--- src/rtl/tpu_cfg_bridge.sv ---
// Control/config bridge between a host controller and the systolic MLP core.
// Forwards weight/activation traffic with one cycle of latency, keeps a
// shadow/active pair of normalisation and quantisation settings, sequences
// each run, enforces a watchdog on it, and snapshots the accumulators.
module tpu_cfg_bridge #(
  parameter int N_COLS    = 2,
  parameter int DATA_W    = 8,
  parameter int ACC_W     = 32,
  parameter int IDLE_CODE = 0,
  parameter int DONE_CODE = 7,
  parameter int TIMEOUT   = 1023,
  parameter int CW        = $clog2(N_COLS)
) (
  input  logic                     clk,
  input  logic                     rst_n,
  input  logic                     ctrl_wf_push,
  input  logic [CW-1:0]            ctrl_wf_col,
  input  logic [DATA_W-1:0]        ctrl_wf_data,
  input  logic                     ctrl_wf_reset,
  input  logic                     ctrl_init_act_valid,
  input  logic [N_COLS*DATA_W-1:0] ctrl_init_act_data,
  input  logic                     ctrl_weights_ready,
  input  logic                     ctrl_start_mlp,
  input  logic                     cfg_wr_en,
  input  logic [2:0]               cfg_addr,
  input  logic [31:0]              cfg_wdata,
  input  logic [CW-1:0]            ctrl_acc_sel,
  output logic                     ctrl_busy,
  output logic                     ctrl_acc_valid,
  output logic [ACC_W-1:0]         ctrl_acc,
  output logic                     ctrl_err,
  output logic [2:0]               mlp_state,
  output logic [4:0]               mlp_cycle_cnt,
  output logic [N_COLS-1:0]        mlp_wf_push,
  output logic [DATA_W-1:0]        mlp_wf_data_in,
  output logic                     mlp_wf_reset,
  output logic                     mlp_init_act_valid,
  output logic [N_COLS*DATA_W-1:0] mlp_init_act_data,
  output logic                     mlp_weights_ready,
  output logic                     mlp_start_mlp,
  output logic [15:0]              mlp_norm_gain,
  output logic [31:0]              mlp_norm_bias,
  output logic [4:0]               mlp_norm_shift,
  output logic [15:0]              mlp_q_inv_scale,
  output logic [7:0]               mlp_q_zero_point,
  input  logic [3:0]               mlp_state_in,
  input  logic [4:0]               mlp_cycle_cnt_in,
  input  logic [N_COLS*ACC_W-1:0]  mlp_acc_in
);

  localparam int WD_W = $clog2(TIMEOUT + 1);

  localparam logic [15:0] DEF_GAIN  = 16'd256;
  localparam logic [31:0] DEF_BIAS  = 32'd0;
  localparam logic [4:0]  DEF_SHIFT = 5'd8;
  localparam logic [15:0] DEF_INV   = 16'd256;
  localparam logic [7:0]  DEF_ZP    = 8'd0;

  typedef enum logic [2:0] {
    S_IDLE,
    S_COMMIT,
    S_START,
    S_RUN,
    S_CAPTURE,
    S_DRAIN
  } state_t;

  state_t             state_q;
  logic [WD_W-1:0]    wd_q;
  logic               start_q;
  logic               acc_valid_q;
  logic               err_q;
  logic               err_d;
  logic [ACC_W-1:0]   snap_q [N_COLS];

  // Shadow (host-visible) and active (core-visible) configuration sets
  logic [15:0] sh_gain_q, act_gain_q;
  logic [31:0] sh_bias_q, act_bias_q;
  logic [4:0]  sh_shift_q, act_shift_q;
  logic [15:0] sh_inv_q, act_inv_q;
  logic [7:0]  sh_zp_q, act_zp_q;

  // Forwarded traffic, registered once
  logic [N_COLS-1:0]        push_d;
  logic [N_COLS-1:0]        push_q;
  logic [DATA_W-1:0]        wf_data_q;
  logic                     wf_reset_q;
  logic                     act_valid_q;
  logic [N_COLS*DATA_W-1:0] act_data_q;
  logic                     wready_q;
  logic [2:0]               st_q;
  logic [4:0]               cyc_cnt_q;

  logic col_ok;
  logic is_done;
  logic is_idle_code;
  logic wd_expired;
  logic err_set;
  logic err_clr;

  // One-hot push decode; an out-of-range column never matches any bit
  for (genvar gi = 0; gi < N_COLS; gi++) begin : g_push
    assign push_d[gi] = ctrl_wf_push && (int'(ctrl_wf_col) == gi);
  end

  // Error sources and the sticky-flag next state (set wins over clear)
  always_comb begin
    col_ok       = int'(ctrl_wf_col) < N_COLS;
    is_done      = mlp_state_in == 4'(DONE_CODE);
    is_idle_code = mlp_state_in == 4'(IDLE_CODE);
    wd_expired   = wd_q == WD_W'(TIMEOUT - 1);
    err_set      = 1'b0;
    if (ctrl_wf_push && !col_ok) err_set = 1'b1;
    if (cfg_wr_en && cfg_addr[2:1] == 2'b11) err_set = 1'b1;
    if (ctrl_start_mlp && state_q == S_IDLE && !ctrl_weights_ready) err_set = 1'b1;
    if (ctrl_start_mlp && state_q != S_IDLE) err_set = 1'b1;
    if (state_q == S_RUN && !is_done && wd_expired) err_set = 1'b1;
    err_clr = cfg_wr_en && cfg_addr == 3'd5 && cfg_wdata[1];
    err_d   = err_set | (err_q & ~err_clr);
  end

  // Host writes land only in the shadow set; command bit0 restores defaults
  always_ff @(posedge clk or negedge rst_n) begin
    if (!rst_n) begin
      sh_gain_q  <= DEF_GAIN;
      sh_bias_q  <= DEF_BIAS;
      sh_shift_q <= DEF_SHIFT;
      sh_inv_q   <= DEF_INV;
      sh_zp_q    <= DEF_ZP;
    end else if (cfg_wr_en) begin
      case (cfg_addr)
        3'd0: sh_gain_q  <= cfg_wdata[15:0];
        3'd1: sh_bias_q  <= cfg_wdata;
        3'd2: sh_shift_q <= cfg_wdata[4:0];
        3'd3: sh_inv_q   <= cfg_wdata[15:0];
        3'd4: sh_zp_q    <= cfg_wdata[7:0];
        3'd5: begin
          if (cfg_wdata[0]) begin
            sh_gain_q  <= DEF_GAIN;
            sh_bias_q  <= DEF_BIAS;
            sh_shift_q <= DEF_SHIFT;
            sh_inv_q   <= DEF_INV;
            sh_zp_q    <= DEF_ZP;
          end
        end
        default: ;
      endcase
    end
  end

  // Weight/activation/status forwarding with a fixed one-cycle delay
  always_ff @(posedge clk or negedge rst_n) begin
    if (!rst_n) begin
      push_q      <= '0;
      wf_data_q   <= '0;
      wf_reset_q  <= 1'b0;
      act_valid_q <= 1'b0;
      act_data_q  <= '0;
      wready_q    <= 1'b0;
      st_q        <= '0;
      cyc_cnt_q   <= '0;
    end else begin
      push_q      <= push_d;
      wf_data_q   <= ctrl_wf_data;
      wf_reset_q  <= ctrl_wf_reset;
      act_valid_q <= ctrl_init_act_valid;
      act_data_q  <= ctrl_init_act_data;
      wready_q    <= ctrl_weights_ready;
      st_q        <= mlp_state_in[2:0];
      cyc_cnt_q   <= mlp_cycle_cnt_in;
    end
  end

  // Run sequencer: commit config, pulse start, watch for done/timeout, snapshot
  always_ff @(posedge clk or negedge rst_n) begin
    if (!rst_n) begin
      state_q     <= S_IDLE;
      wd_q        <= '0;
      start_q     <= 1'b0;
      acc_valid_q <= 1'b0;
      err_q       <= 1'b0;
      act_gain_q  <= DEF_GAIN;
      act_bias_q  <= DEF_BIAS;
      act_shift_q <= DEF_SHIFT;
      act_inv_q   <= DEF_INV;
      act_zp_q    <= DEF_ZP;
      for (int c = 0; c < N_COLS; c++) snap_q[c] <= '0;
    end else begin
      err_q   <= err_d;
      start_q <= 1'b0;
      case (state_q)
        S_IDLE: begin
          if (ctrl_start_mlp && ctrl_weights_ready) state_q <= S_COMMIT;
        end
        S_COMMIT: begin
          // Uses the shadow value registered before this cycle, so a write
          // arriving now only takes effect on the next run.
          act_gain_q  <= sh_gain_q;
          act_bias_q  <= sh_bias_q;
          act_shift_q <= sh_shift_q;
          act_inv_q   <= sh_inv_q;
          act_zp_q    <= sh_zp_q;
          acc_valid_q <= 1'b0;
          start_q     <= 1'b1;
          state_q     <= S_START;
        end
        S_START: begin
          wd_q    <= '0;
          state_q <= S_RUN;
        end
        S_RUN: begin
          if (is_done) begin
            state_q <= S_CAPTURE;
          end else if (wd_expired) begin
            state_q <= S_IDLE;
          end else begin
            wd_q <= wd_q + 1'b1;
          end
        end
        S_CAPTURE: begin
          for (int c = 0; c < N_COLS; c++) snap_q[c] <= mlp_acc_in[c*ACC_W +: ACC_W];
          acc_valid_q <= 1'b1;
          state_q     <= S_DRAIN;
        end
        S_DRAIN: begin
          if (is_idle_code) state_q <= S_IDLE;
        end
        default: state_q <= S_IDLE;
      endcase
    end
  end

  // Snapshot readback; out-of-range selects read as zero
  always_comb begin
    ctrl_acc = '0;
    if (int'(ctrl_acc_sel) < N_COLS) ctrl_acc = snap_q[ctrl_acc_sel];
  end

  assign ctrl_busy          = state_q != S_IDLE;
  assign ctrl_acc_valid     = acc_valid_q;
  assign ctrl_err           = err_q;
  assign mlp_state          = st_q;
  assign mlp_cycle_cnt      = cyc_cnt_q;
  assign mlp_wf_push        = push_q;
  assign mlp_wf_data_in     = wf_data_q;
  assign mlp_wf_reset       = wf_reset_q;
  assign mlp_init_act_valid = act_valid_q;
  assign mlp_init_act_data  = act_data_q;
  assign mlp_weights_ready  = wready_q;
  assign mlp_start_mlp      = start_q;
  assign mlp_norm_gain      = act_gain_q;
  assign mlp_norm_bias      = act_bias_q;
  assign mlp_norm_shift     = act_shift_q;
  assign mlp_q_inv_scale    = act_inv_q;
  assign mlp_q_zero_point   = act_zp_q;

endmodule

--- config.mk ---
export PLATFORM = sky130hd
export DESIGN_NAME = tpu_cfg_bridge
export DESIGN_NICKNAME = d
export VERILOG_FILES = /design/src/rtl/tpu_cfg_bridge.sv
export SDC_FILE = /design/constraint.sdc
export NUM_CORES = 1
export LEC_CHECK = 0
export ABC_AREA = 1
export CAP_MARGIN = 20
export CORE_MARGIN = 8
export CORE_UTILIZATION = 54
export CTS_BUF_LIST = sky130_fd_sc_hd__clkbuf_4
export CTS_CLUSTER_DIAMETER = 120
export DETAILED_ROUTE_END_ITERATION = 10
export PLACE_DENSITY = 0.88
export RECOVER_POWER = 50
export SLEW_MARGIN = 20
export SYNTH_ARGS = -nofsm -noshare
export SYNTH_HDL_FRONTEND = slang
export SYNTH_SLANG_ARGS = --single-unit
--- constraint.sdc ---
create_clock -name clk -period 3.1 [get_ports clk]
set_input_delay 0.93 -clock clk [delete_from_list [all_inputs] [get_ports clk]]
set_output_delay 0.93 -clock clk [all_outputs]
set_load 0.05 [all_outputs]
# Word level (Yosys, flattened, before mapping)
# Cells that the tools add are included.
# Widths: inputs -> output; s select.
# op_classes
n_eq_ne,19
n_mux,26
reduce_logical,31
bitwise_logic,5
shift,0
div_mod_pow,0
n_mul,0
add_sub_neg,1
n_lt_le_gt_ge,1
# ops
cell,n
$mux 32,4
$pmux 16 s2,2
$pmux 32 s2,1
$reduce_and 3->1,7
$mux 10,2
$pmux 10 s2,1
$pmux 3 s6,1
$mux 16,1
$pmux 8 s2,1
$reduce_bool 2->1,7
$eq 3x2->1 const B,4
$eq 3x3->1 const B,4
$mux 3,4
$logic_and 1x1->1,11
$add 10x1->10 const B,1
$eq 10x10->1 const B,1
$pmux 5 s2,1
$mux 8,1
$ne 2x2->1 const B,4
$eq 3x1->1 const B,2
$logic_not 3->1,2
$mux 1,5
$mux 5,1
$eq 4x3->1 const B,1
other kinds (12),14
# totals
romBits,0
in_bits,142
wordCells,108
latch_bits,0
memories,0
ramBits,0
output_inout_bits,150
ff_bits,271

# Depth between registers and ports, before layout
# Gate-level depths: netlist of run 1.
# logic_depth
word_depth,7
ltp_mapped,9
mapped_depth_nobuf,9

# Worst setup path before layout of run 1
# Ideal clock, no wire load.
# synth_path
kind,input port to output port
start,in ctrl_acc_sel
end,out ctrl_acc[23]
t_required_ns,2.170
path_stages,3
t_arrival_ns,2.393
path_slack_ns,-0.223
path_buffers,2
path_cell_list,clkbuf_1 > clkbuf_1 > o21ai_0
# synth_between
elab_chain_cells,4
# synth_rtl
item,line,rtl
"start, declared",27,"input logic [CW-1:0] ctrl_acc_sel,"
$not 1->2 (not written as such),236,if (int'(ctrl_acc_sel) < N_COLS) ctrl_acc = snap_q[ctrl_acc_sel];
$mux 32 (not written as such) (3 in series),236,
"end, declared",30,"output logic [ACC_W-1:0] ctrl_acc,"
# No other way between the ends. The select of a mux whose other input is x is not followed.

# Worst setup path in the final report of run 1
# layout_path
start,"reg act_gain_q[8], in the netlist mlp_norm_gain[8]"
end,out mlp_norm_gain[8]
# layout_lines
item,line,rtl
"start, declared",77,"logic [15:0] sh_gain_q, act_gain_q;"
"start signal, assigned",198,act_gain_q <= sh_gain_q;
"end, declared",41,"output logic [15:0] mlp_norm_gain,"
# No word-level cell between the ends.

==> run_results.csv, run 1 <==
group,metric,value,unit
power_and_ir_drop,p_per_area,950,nW/um^2
hold_path,min-delay-start,"sh_bias_q[4]$_DFFE_PN0P_",
floorplanning,fp.dieH,158,um
timing,timing.setup.tns,0,ns
critical_path,crit_fanout,2,
clock_network,htreeDepth,3,
critical_path,cp-end-kind,"output port",
synthesis,synthFlopType,"dfrtp_1",
hold_path,min-delay-path-class,"register to register",
clock_network,cts_buffer_depth,3,
synthesis,yosys.area_share.simple,23.8,%
global_routing,overflow,0,
power_and_ir_drop,ir_drop,0.736,mV
global_routing,grt_usage,26.5,%
timing,hold_viol,0,
timing,rsz0062_at_grt,"no",
detailed_routing,dr.pass1.iters,7,
critical_path,crit_buf_inv,1,
synthesis,synthesis.instances,1160,
finish,syn_to_final_growth,39.2,%
finish,drive_above_1_share,14.0,%
detailed_routing,wirelength,32600,um
timing,setup-violations-final,0,
floorplanning,core,20000,sq um
synthesis,yosysWarningCount,0,
synthesis,netlist_area,10800,sq um
timing,max_freq,0.342,GHz
clock_network,cts_tree,"done",
detailed_routing,postRouteAntennaNets,0,
detailed_routing,vias,9333,
clock_network,numCtsBuffers,70,
finish,layout.nets,1627,
status,status,"finished with violations",
synthesis,synthAdderAreaFrac,0.231,%
critical_path,path_class,"register to output port",
floorplanning,die_area,24900,sq um
critical_path,reg2reg_depth,3,
synthesis,synth.avg_cell_area,9.35,sq um
timing,min_period,2.92,ns
hold_path,hold_depth,2,
synthesis,synth_edf_count,0,
global_routing,antenna_found_initial,3,
synthesis,synth-seq-cells,271,
job,drv_cap,3,
synthesis,synth_top_area_share,61.2,%
finish,multi_input_comb_area,3490,sq um
placed_design,portBuffers,291,
timing,maxSlewHeadroom,-24.8,%
floorplanning,die_w,158,um
timing,tightestPinTransition,1.87,ns
floorplanning,initial_utilization,54.3,%
detailed_routing,drc_errors,0,
timing,fin_crit_sh,94.2,%
clock_network,root_buffer,"clkbuf_4",
critical_path,crit_family,"buffers and inverters",
critical_path,start_kind,"register",
synthesis,synth.area.mux_share,3.32,%
clock_network,cts.clk_slew.worst_paths,0.07,ns
critical_path,rr_endpoint,"snap_q[11]$_DFFE_PN0P_",
placed_design,placed_cell_area,14300,sq um
finish,layout_common_cells,"nand2_1 (503), dfrtp_1 (265), clkdlybuf4s50_1 (220)",
clock_network,cts_num_sinks,271,
critical_path,crit_start,"mlp_norm_gain[8]$_DFFE_PN1P_",
synthesis,synth_top_family_by_area,"simple AND/OR/NAND/NOR gates",
finish,layout_commonest_cell,"nand2_1",
global_routing,grt_max_degree,99,
status,violations,"capacitance limit, slew limit",
detailed_routing,viasPerCell,5.18,
critical_path,r2r_slack,0.58,ns
hold_path,min_to,"sh_bias_q[4]$_DFFE_PN0P_",
timing,maxSlewViolCount,246,
finish,n_fill_cell,1294,
finish,seq_area,6790,sq um
synthesis,synthArstFlopShare,100,%
synthesis,synth_fp_nets,1304,
placed_design,place.gp.congestion,0.878,
finish,design_area,15100,sq um
synthesis,synth_area_leaders,"dfrtp_1 (61%), nand2_1 (17%), mux2_2 (3.3%)",
critical_path,path_cells,"clkdlybuf4s50_1",
critical_path,worstReg2RegStart,"state_q[0]$_DFFE_PN0P_",
synthesis,yosysTopAreaCell,"dfrtp_1",
global_routing,grt_pass1_wl,51600,um
timing,skew,0.0260,ns
floorplanning,row_count,52,
detailed_routing,drtIter0Drc,764,
floorplanning,pin_count,292,
power_and_ir_drop,total_leakage_power,7.61,nW
global_routing,grt_pass1_vias,9988,
clock_network,clock_latency,0.62,ns
synthesis,synth-xor-area-share,0.242,%
critical_path,crit_path_max_incr_delay,0.81,ns
synthesis,synth_compound_area_share,4.53,%
power_and_ir_drop,total_power,14.3,mW
critical_path,required,2.17,ns
critical_path,slowest_stage,"clkdlybuf4s50_1",
synthesis,synth_cell_type_count,33,
synthesis,ys_seq_area_share,62.6,%
clock_network,ctsHoldBuffers,0,
placed_design,dpl.hpwl,23400,um
detailed_routing,wire_per_inst,18.1,um
critical_path,worstPathArrival,1.99,ns
metal layers:
| layer | up-vias | GRT usage, % | wire, um |
|---|---|---|---|
| li1 | 4285 | - | - |
| met2 | 478 | 44.3 | 15900 |
| met1 | 4493 | 30.9 | 12300 |
| met3 | 75 | 7.59 | 3110 |
| met5 | - | 0 | 13 |
| met4 | 2 | 12.7 | 1250 |
metrics by stage:
stage               hold slack [ns]  setup WS [ns]  util, %  std cells
floorplan                     0.442         -0.223        -       1160
global placement              0.452          0.350     71.6       1681
detailed placement            0.457          0.210     71.6       1681
CTS                           0.228          0.114     75.9       1799
global route                  0.492          0.124     75.6       1801
finish                        0.470          0.180     75.6       1801
worst max path at each step:
stage	to	slack (ns)	cells past startpoint
after CTS	mlp_norm_gain[8]	0.11	1
final	mlp_norm_gain[8]	0.18	1
after global placement	sh_gain_q[6]$_DFFE_PN0P_	0.35	8
after floorplan	ctrl_acc[23]	-0.22	3
after global routing	mlp_norm_gain[8]	0.12	1
after detailed placement	sh_gain_q[13]$_DFFE_PN0P_	0.21	8
repair_timing:
action                                  4_1_cts  5_1_grt
gates resized for setup                       1        0
endpoints found under the setup margin        1        0
setup buffers                                 0        0
final cells by class:
type	count	share of cell area (%)
antenna	2	0.0332
timing repair buffer	306	22.2
sequential	271	45.0
tap	270	2.24
clock buffer	102	5.07
clock inverter	16	0.597
multi-input combinational	761	23.1
inverter	73	1.82
Yosys cell counts, types with 5 or more instances:
cell / n
inv_2: 5
buf_6: 7
nand3b_1: 19
a21oi_1: 35
nand3_1: 41
inv_1: 67
dfstp_2: 6
mux2_2: 32
dfrtp_1: 265
o21ai_0: 41
nor2_1: 48
clkbuf_1: 25
buf_2: 20
nand2_1: 504
o21ai_1: 15
sequential cells by signal, summed over array words and instances (netlist names), 10 cells and up:
register / flops
sh_bias_q: 32
mlp_q_inv_scale: 16
mlp_norm_gain: 16
mlp_init_act_data: 16
wd_q: 10
sh_inv_q: 16
snap_q: 64
mlp_norm_bias: 32
sh_gain_q: 16
report_power, final:
group	switching (mW)	internal, mW
combinational	3.94	2.20
sequential	0.598	4.63
clock	1.39	1.59
total	5.93	8.41
cell families after synthesis:
| kind of cell | Yosys count |
|---|---|
| XOR/XNOR | 3 |
| AO/OA/AOI/OAI | 94 |
| buffers and inverters | 128 |
| AND/OR/NAND/NOR | 630 |
| flip-flops | 271 |
| adder cells (fa/ha/maj) | 2 |
| multiplexers | 32 |
(Power assumes the default switching activity.)
==> run 2, diff against run 1 <==
--- a/config.mk
+++ b/config.mk
@@ -18,3 +18,4 @@
 export SYNTH_ARGS = -nofsm -noshare
 export SYNTH_HDL_FRONTEND = slang
 export SYNTH_SLANG_ARGS = --single-unit
+export TNS_END_PERCENT = 10
==> run 2 against run 1 <==
  * The flow still finishes with violations (capacitance limit, slew limit)
  * Clock power increased by 7.4%
  * Die area unchanged
  * Clock skew increased by 0.0099 ns
  * Register-to-register slack got worse by 0.14 ns
  * Total power increased by 1.3%
  * Setup slack got worse by 0.0077 ns
  * Final cell count increased by 0.28%
  * Sequential cell count unchanged
  * Clock-buffer cell count increased by 3
  * Critical path depth unchanged
  * Critical endpoint unchanged
  * Largest power group unchanged
==> run_results.csv, run 2 (synthesis gave the netlist of run 1 again) <==
group,metric,value,unit
placed_design,portBuffers,291,
critical_path,crit_fanout,2,
critical_path,slowest_stage,"clkdlybuf4s50_1",
placed_design,place_inst,1685,
detailed_routing,viasPerCell,5.17,
clock_network,cts_buffer_depth,3,
clock_network,ctsHoldBuffers,0,
hold_path,min-delay-start,"sh_gain_q[8]$_DFFE_PN1P_",
critical_path,r2r_slack,0.44,ns
job,drv_cap,3,
power_and_ir_drop,total_leakage_power,7.64,nW
finish,design_area,15200,sq um
floorplanning,row_count,52,
clock_network,cts.clk_slew.worst_paths,0.07,ns
detailed_routing,wirelength,32500,um
finish,layout_common_cells,"nand2_1 (503), dfrtp_1 (265), clkdlybuf4s50_1 (219)",
floorplanning,core,20000,sq um
detailed_routing,drtIter0Drc,699,
clock_network,cts_num_sinks,271,
finish,multi_input_comb_area,3490,sq um
finish,seq_area,6790,sq um
critical_path,crit_path_max_incr_delay,0.81,ns
timing,fin_crit_sh,94.4,%
floorplanning,die_w,158,um
finish,regMostFlops,"snap_q",
detailed_routing,vias,9331,
detailed_routing,postRouteAntennaNets,0,
timing,max_freq,0.342,GHz
critical_path,required,2.17,ns
global_routing,grt_max_degree,99,
floorplanning,fp.dieH,158,um
critical_path,path_cells,"clkdlybuf4s50_1",
timing,maxSlewHeadroom,-40.0,%
finish,final_cells,1806,
timing,tightestPinTransition,2.10,ns
hold_path,min-delay-path-class,"register to register",
clock_network,htreeDepth,3,
critical_path,rr_endpoint,"mlp_q_zero_point[3]$_DFFE_PN0P_",
timing,timing.setup.tns,0,ns
floorplanning,die_area,24900,sq um
critical_path,crit_buf_inv,1,
critical_path,path_class,"register to output port",
clock_network,post_cts_buffers,0,
global_routing,grt_pass1_wl,51400,um
timing,hold_slack,0.466,ns
critical_path,worstPathArrival,2.00,ns
global_routing,grt_usage,26.4,%
placed_design,place.gp.congestion,0.905,
critical_path,crit_family,"buffers and inverters",
critical_path,worstReg2RegStart,"state_q[1]$_DFFE_PN0P_",
finish,layout_commonest_cell,"nand2_1",
detailed_routing,wire_per_inst,18.0,um
placed_design,dpl.hpwl,23000,um
hold_path,min_to,"mlp_norm_gain[8]$_DFFE_PN1P_",
timing,min_period,2.93,ns
clock_network,cts_resized,0,
finish,largest_reg_flops,64,
detailed_routing,drc_errors,0,
clock_network,root_buffer,"clkbuf_4",
global_routing,antenna_found_initial,4,
finish,n_fill_cell,1267,
timing,rsz0062_at_grt,"no",
floorplanning,pin_count,292,
detailed_routing,dr.pass1.iters,5,
status,status,"finished with violations",
power_and_ir_drop,p_per_area,957,nW/um^2
clock_network,cts_tree,"done",
placed_design,placed_cell_area,14300,sq um
critical_path,start_kind,"register",
critical_path,reg2reg_depth,6,
global_routing,overflow,0,
clock_network,clock_latency,0.65,ns
finish,syn_to_final_growth,40.0,%
finish,drive_above_1_share,14.2,%
timing,skew,0.0359,ns
hold_path,hold_depth,2,
status,violations,"capacitance limit, slew limit",
global_routing,grt_pass1_vias,9885,
critical_path,cp-end-kind,"output port",
clock_network,numCtsBuffers,71,
power_and_ir_drop,total_power,14.5,mW
timing,hold_viol,0,
finish,layout.nets,1632,
timing,setup-violations-final,0,
floorplanning,initial_utilization,54.3,%
power_and_ir_drop,ir_drop,0.654,mV
timing,maxSlewViolCount,264,
-- run 2: worst max path at each step --
stage,depth (start not counted),end,from
floorplan,3,ctrl_acc[23],ctrl_acc_sel
global placement,4,ctrl_acc[4],ctrl_acc_sel
detailed placement,8,sh_gain_q[0]$_DFFE_PN0P_,cfg_addr[2]
CTS,3,ctrl_busy,state_q[0]$_DFFE_PN0P_
global route,2,mlp_cycle_cnt[3]$_DFF_PN0_,rst_n
finish,1,mlp_norm_gain[8],mlp_norm_gain[8]$_DFFE_PN1P_
-- run 2: layer usage --
metal  up-vias  wire length [um]  GRT usage [%]  share of wire [%]
met5         -                11              0              0.034
met4         2              1330           13.6                4.1
met3        83              3200           8.30                9.8
met2       488             15800           43.5                 49
met1      4460             12100           30.7                 37
li1       4298                 -              -                  -
-- run 2: power by group --
group / total [mW] / internal [mW] / switching, mW
Sequential: 5.23 / 4.63 / 0.598
Clock: 3.20 / 1.79 / 1.41
Combinational: 6.11 / 2.19 / 3.91
-- run 2: per-stage QoR --
step	setup WS, ns	util [%]
CTS	0.0000704	76.3
floorplan	-0.223	-
detailed placement	0.179	71.7
finish	0.172	76.0
global placement	0.200	71.7
global route	0.0838	76.0
-- run 2: final cells by class --
type | instances | share of cell area [%]
clock inverters | 13 | 0.865
multi-input cells | 761 | 23.0
inverters | 73 | 1.80
clock buffers | 105 | 5.19
flip-flops and latches | 271 | 44.7
well taps | 270 | 2.23
repair buffers | 310 | 22.2
diodes | 3 | 0.0495
==> run 3, diff against run 2 <==
--- a/config.mk
+++ b/config.mk
@@ -7,11 +7,13 @@
 export LEC_CHECK = 0
 export ABC_AREA = 1
 export CAP_MARGIN = 20
+export CORE_ASPECT_RATIO = 0.8
 export CORE_MARGIN = 8
 export CORE_UTILIZATION = 54
 export CTS_BUF_LIST = sky130_fd_sc_hd__clkbuf_4
 export CTS_CLUSTER_DIAMETER = 120
 export DETAILED_ROUTE_END_ITERATION = 10
+export GPL_TIMING_DRIVEN = 0
 export PLACE_DENSITY = 0.88
 export RECOVER_POWER = 50
 export SLEW_MARGIN = 20
==> run 3 against run 2 <==
  * The flow still finishes with violations (capacitance limit, slew limit)
  * Sequential share of layout area grew 0.39 points
  * Total power shrank 4.7%
  * Cell area down 0.87%
  * Clock power fell by 5%
  * Register-to-register slack gained 0.16 ns
  * Clock-buffer cell count shrank 6
  * Final cell count grew 1.8%
  * Sequential cell count did not move
  * Critical path depth increased by 4
  * Critical path type is now primary input to output port
  * Largest cell class unchanged
  * Largest power group unchanged
==> run_results.csv, run 3 (synthesis gave the netlist of run 1 again) <==
group,metric,value,unit
status,status,"finished with violations",
status,violations,"capacitance limit, slew limit",
detailed_routing,viasPerCell,5.09,
power_and_ir_drop,combPwrFrac,40.7,%
detailed_routing,dr.pass1.iters,5,
floorplanning,fp.dieH,143,um
detailed_routing,drc_errors,0,
finish,regMostFlops,"snap_q",
critical_path,cp-end-kind,"output port",
global_routing,antenna_found_initial,2,
global_routing,grt_max_degree,99,
critical_path,crit_family,"buffers and inverters",
timing,maxSlewViolCount,29,
clock_network,root_buffer,"clkbuf_4",
finish,largest_reg_flops,64,
finish,layout_common_cells,"nand2_1 (504), dfrtp_1 (265), clkdlybuf4s50_1 (220)",
job,drv_cap,1,
critical_path,path_cells,"clkbuf_2 -> clkbuf_2 -> nand2_1 -> o21ai_0 -> clkdlybuf4s15_1",
power_and_ir_drop,p_per_area,920,nW/um^2
finish,drive_above_1_share,14.4,%
floorplanning,pin_count,292,
critical_path,crit_fanout,10,
finish,syn_to_final_growth,38.8,%
floorplanning,die_w,174,um
placed_design,dpl.hpwl,23300,um
power_and_ir_drop,ir_drop,0.700,mV
finish,utilization,76.2,%
power_and_ir_drop,switchingPower,5.78,mW
floorplanning,core,19700,sq um
critical_path,rr_endpoint,"mlp_norm_bias[22]$_DFFE_PN0P_",
clock_network,cts_num_sinks,271,
global_routing,grt_pass1_wl,49900,um
detailed_routing,wirelength,31300,um
global_routing,overflow,0,
critical_path,start_kind,"primary input",
hold_path,min-delay-path-class,"register to register",
critical_path,crit_end,"ctrl_acc[19]",
detailed_routing,wire_per_inst,17.0,um
critical_path,worstReg2RegStart,"state_q[0]$_DFFE_PN0P_",
clock_network,cts.clk_slew.worst_paths,0.06,ns
finish,layout_commonest_cell,"nand2_1",
finish,final_cells,1839,
placed_design,place_inst,1717,
power_and_ir_drop,seq_power_share,37.4,%
critical_path,r2r_slack,0.60,ns
floorplanning,row_count,46,
clock_network,clock_latency,0.67,ns
clock_network,cts_tree,"done",
clock_network,htreeDepth,3,
detailed_routing,postRouteAntennaNets,0,
placed_design,place.gp.congestion,0.900,
timing,tightestPinTransition,1.83,ns
timing,rsz0062_at_grt,"yes",
critical_path,worstPathArrival,2.10,ns
timing,min_period,3.03,ns
critical_path,reg2reg_depth,8,
clock_network,cts_buffer_depth,3,
detailed_routing,vias,9359,
power_and_ir_drop,p_int,8.07,mW
floorplanning,initial_utilization,54.9,%
placed_design,placed_cell_area,14200,sq um
timing,timing.setup.tns,0,ns
critical_path,critical_path_cell_count,5,
critical_path,cp_common_cell,"clkbuf_2",
timing,max_freq,0.330,GHz
detailed_routing,drtIter0Drc,792,
timing,skew,0.0414,ns
power_and_ir_drop,total_leakage_power,7.57,nW
critical_path,path_class,"primary input to output port",
power_and_ir_drop,power_frac_clock,22.0,%
finish,layout.nets,1667,
timing,fin_crit_sh,97.9,%
timing,maxSlewHeadroom,-22.2,%
placed_design,portBuffers,290,
critical_path,required,2.17,ns
global_routing,grt_pass1_vias,9647,
floorplanning,die_area,24900,sq um
clock_network,post_cts_buffers,0,
timing,hold_viol,0,
finish,design_area,15000,sq um
critical_path,slowest_stage,"clkdlybuf4s15_1",
global_routing,grt_usage,25.1,%
power_and_ir_drop,switching_share,41.8,%
clock_network,numCtsBuffers,68,
critical_path,crit_buf_inv,3,
critical_path,crit_start,"ctrl_acc_sel",
critical_path,crit_path_max_incr_delay,0.52,ns
timing,setup-violations-final,0,
==> run 3: stage by stage <==
step	worst slack (ns)	hold slack (ns)	total power, mW
6_report	0.0657	0.454	13.8
3_3_place_gp	-10.25	0.452	10.8
3_5_place_dp	-0.681	0.455	10.9
4_1_cts	0.0750	0.0974	14.0
5_1_grt	-0.0531	0.444	14.7
2_1_floorplan	-0.223	0.442	8.78
==> run 3: worst min path at each step <==
stage,start,end,cells after the start
after global routing,sh_inv_q[8]$_DFFE_PN1P_,mlp_q_inv_scale[8]$_DFFE_PN1P_,2
after floorplan,sh_bias_q[0]$_DFFE_PN0P_,sh_bias_q[0]$_DFFE_PN0P_,2
after global placement,sh_inv_q[8]$_DFFE_PN1P_,sh_inv_q[8]$_DFFE_PN1P_,2
final,sh_inv_q[8]$_DFFE_PN1P_,mlp_q_inv_scale[8]$_DFFE_PN1P_,2
after CTS,rst_n,mlp_norm_bias[19]$_DFFE_PN0P_,1
after detailed placement,mlp_norm_shift[3]$_DFFE_PN1P_,mlp_norm_shift[3]$_DFFE_PN1P_,2
==> run 3: power by group through the flow <==
stage                     clock network, mW  registers, mW  logic, mW
after floorplan                           0           6.53       2.25
after global placement                    0           5.18       5.57
after detailed placement                  0           5.21       5.73
after CTS                              3.13           5.16       5.70
after global routing                   3.33           5.28       6.04
final                                  3.04           5.17       5.63
==> run 3: worst min-delay path, cell delays in order, from the launching register on <==
cell	delay, ns
dfstp_2	0.37
nand2_1	0.05
nand2_1	0.05
==> run 3: final cells by class <==
type / instances / area, sq um
Sequential cell: 271 / 6790
Fill cell: 1387 / 4690
Multi-Input combinational cell: 761 / 3490
Timing Repair Buffer: 293 / 3000
Clock buffer: 99 / 743
Tap cell: 264 / 330
Buffer: 55 / 292
Inverter: 73 / 274
Clock inverter: 21 / 135
Antenna cell: 2 / 5.00
==> run 3: routing by layer <==
metal  global-route usage (%)  vias to the layer above  wire, um
li1                         -                     4389         -
met1                     31.4                     4538     12600
met2                     41.0                      384     15200
met3                     7.42                       48      2760
met4                     9.16                        0       730
met5                        0                        -         0
==> run 3: repair_timing <==
action                     CTS  global route
setup endpoints to repair   33             5
gates resized for setup    131             2
hold buffers                 0             0
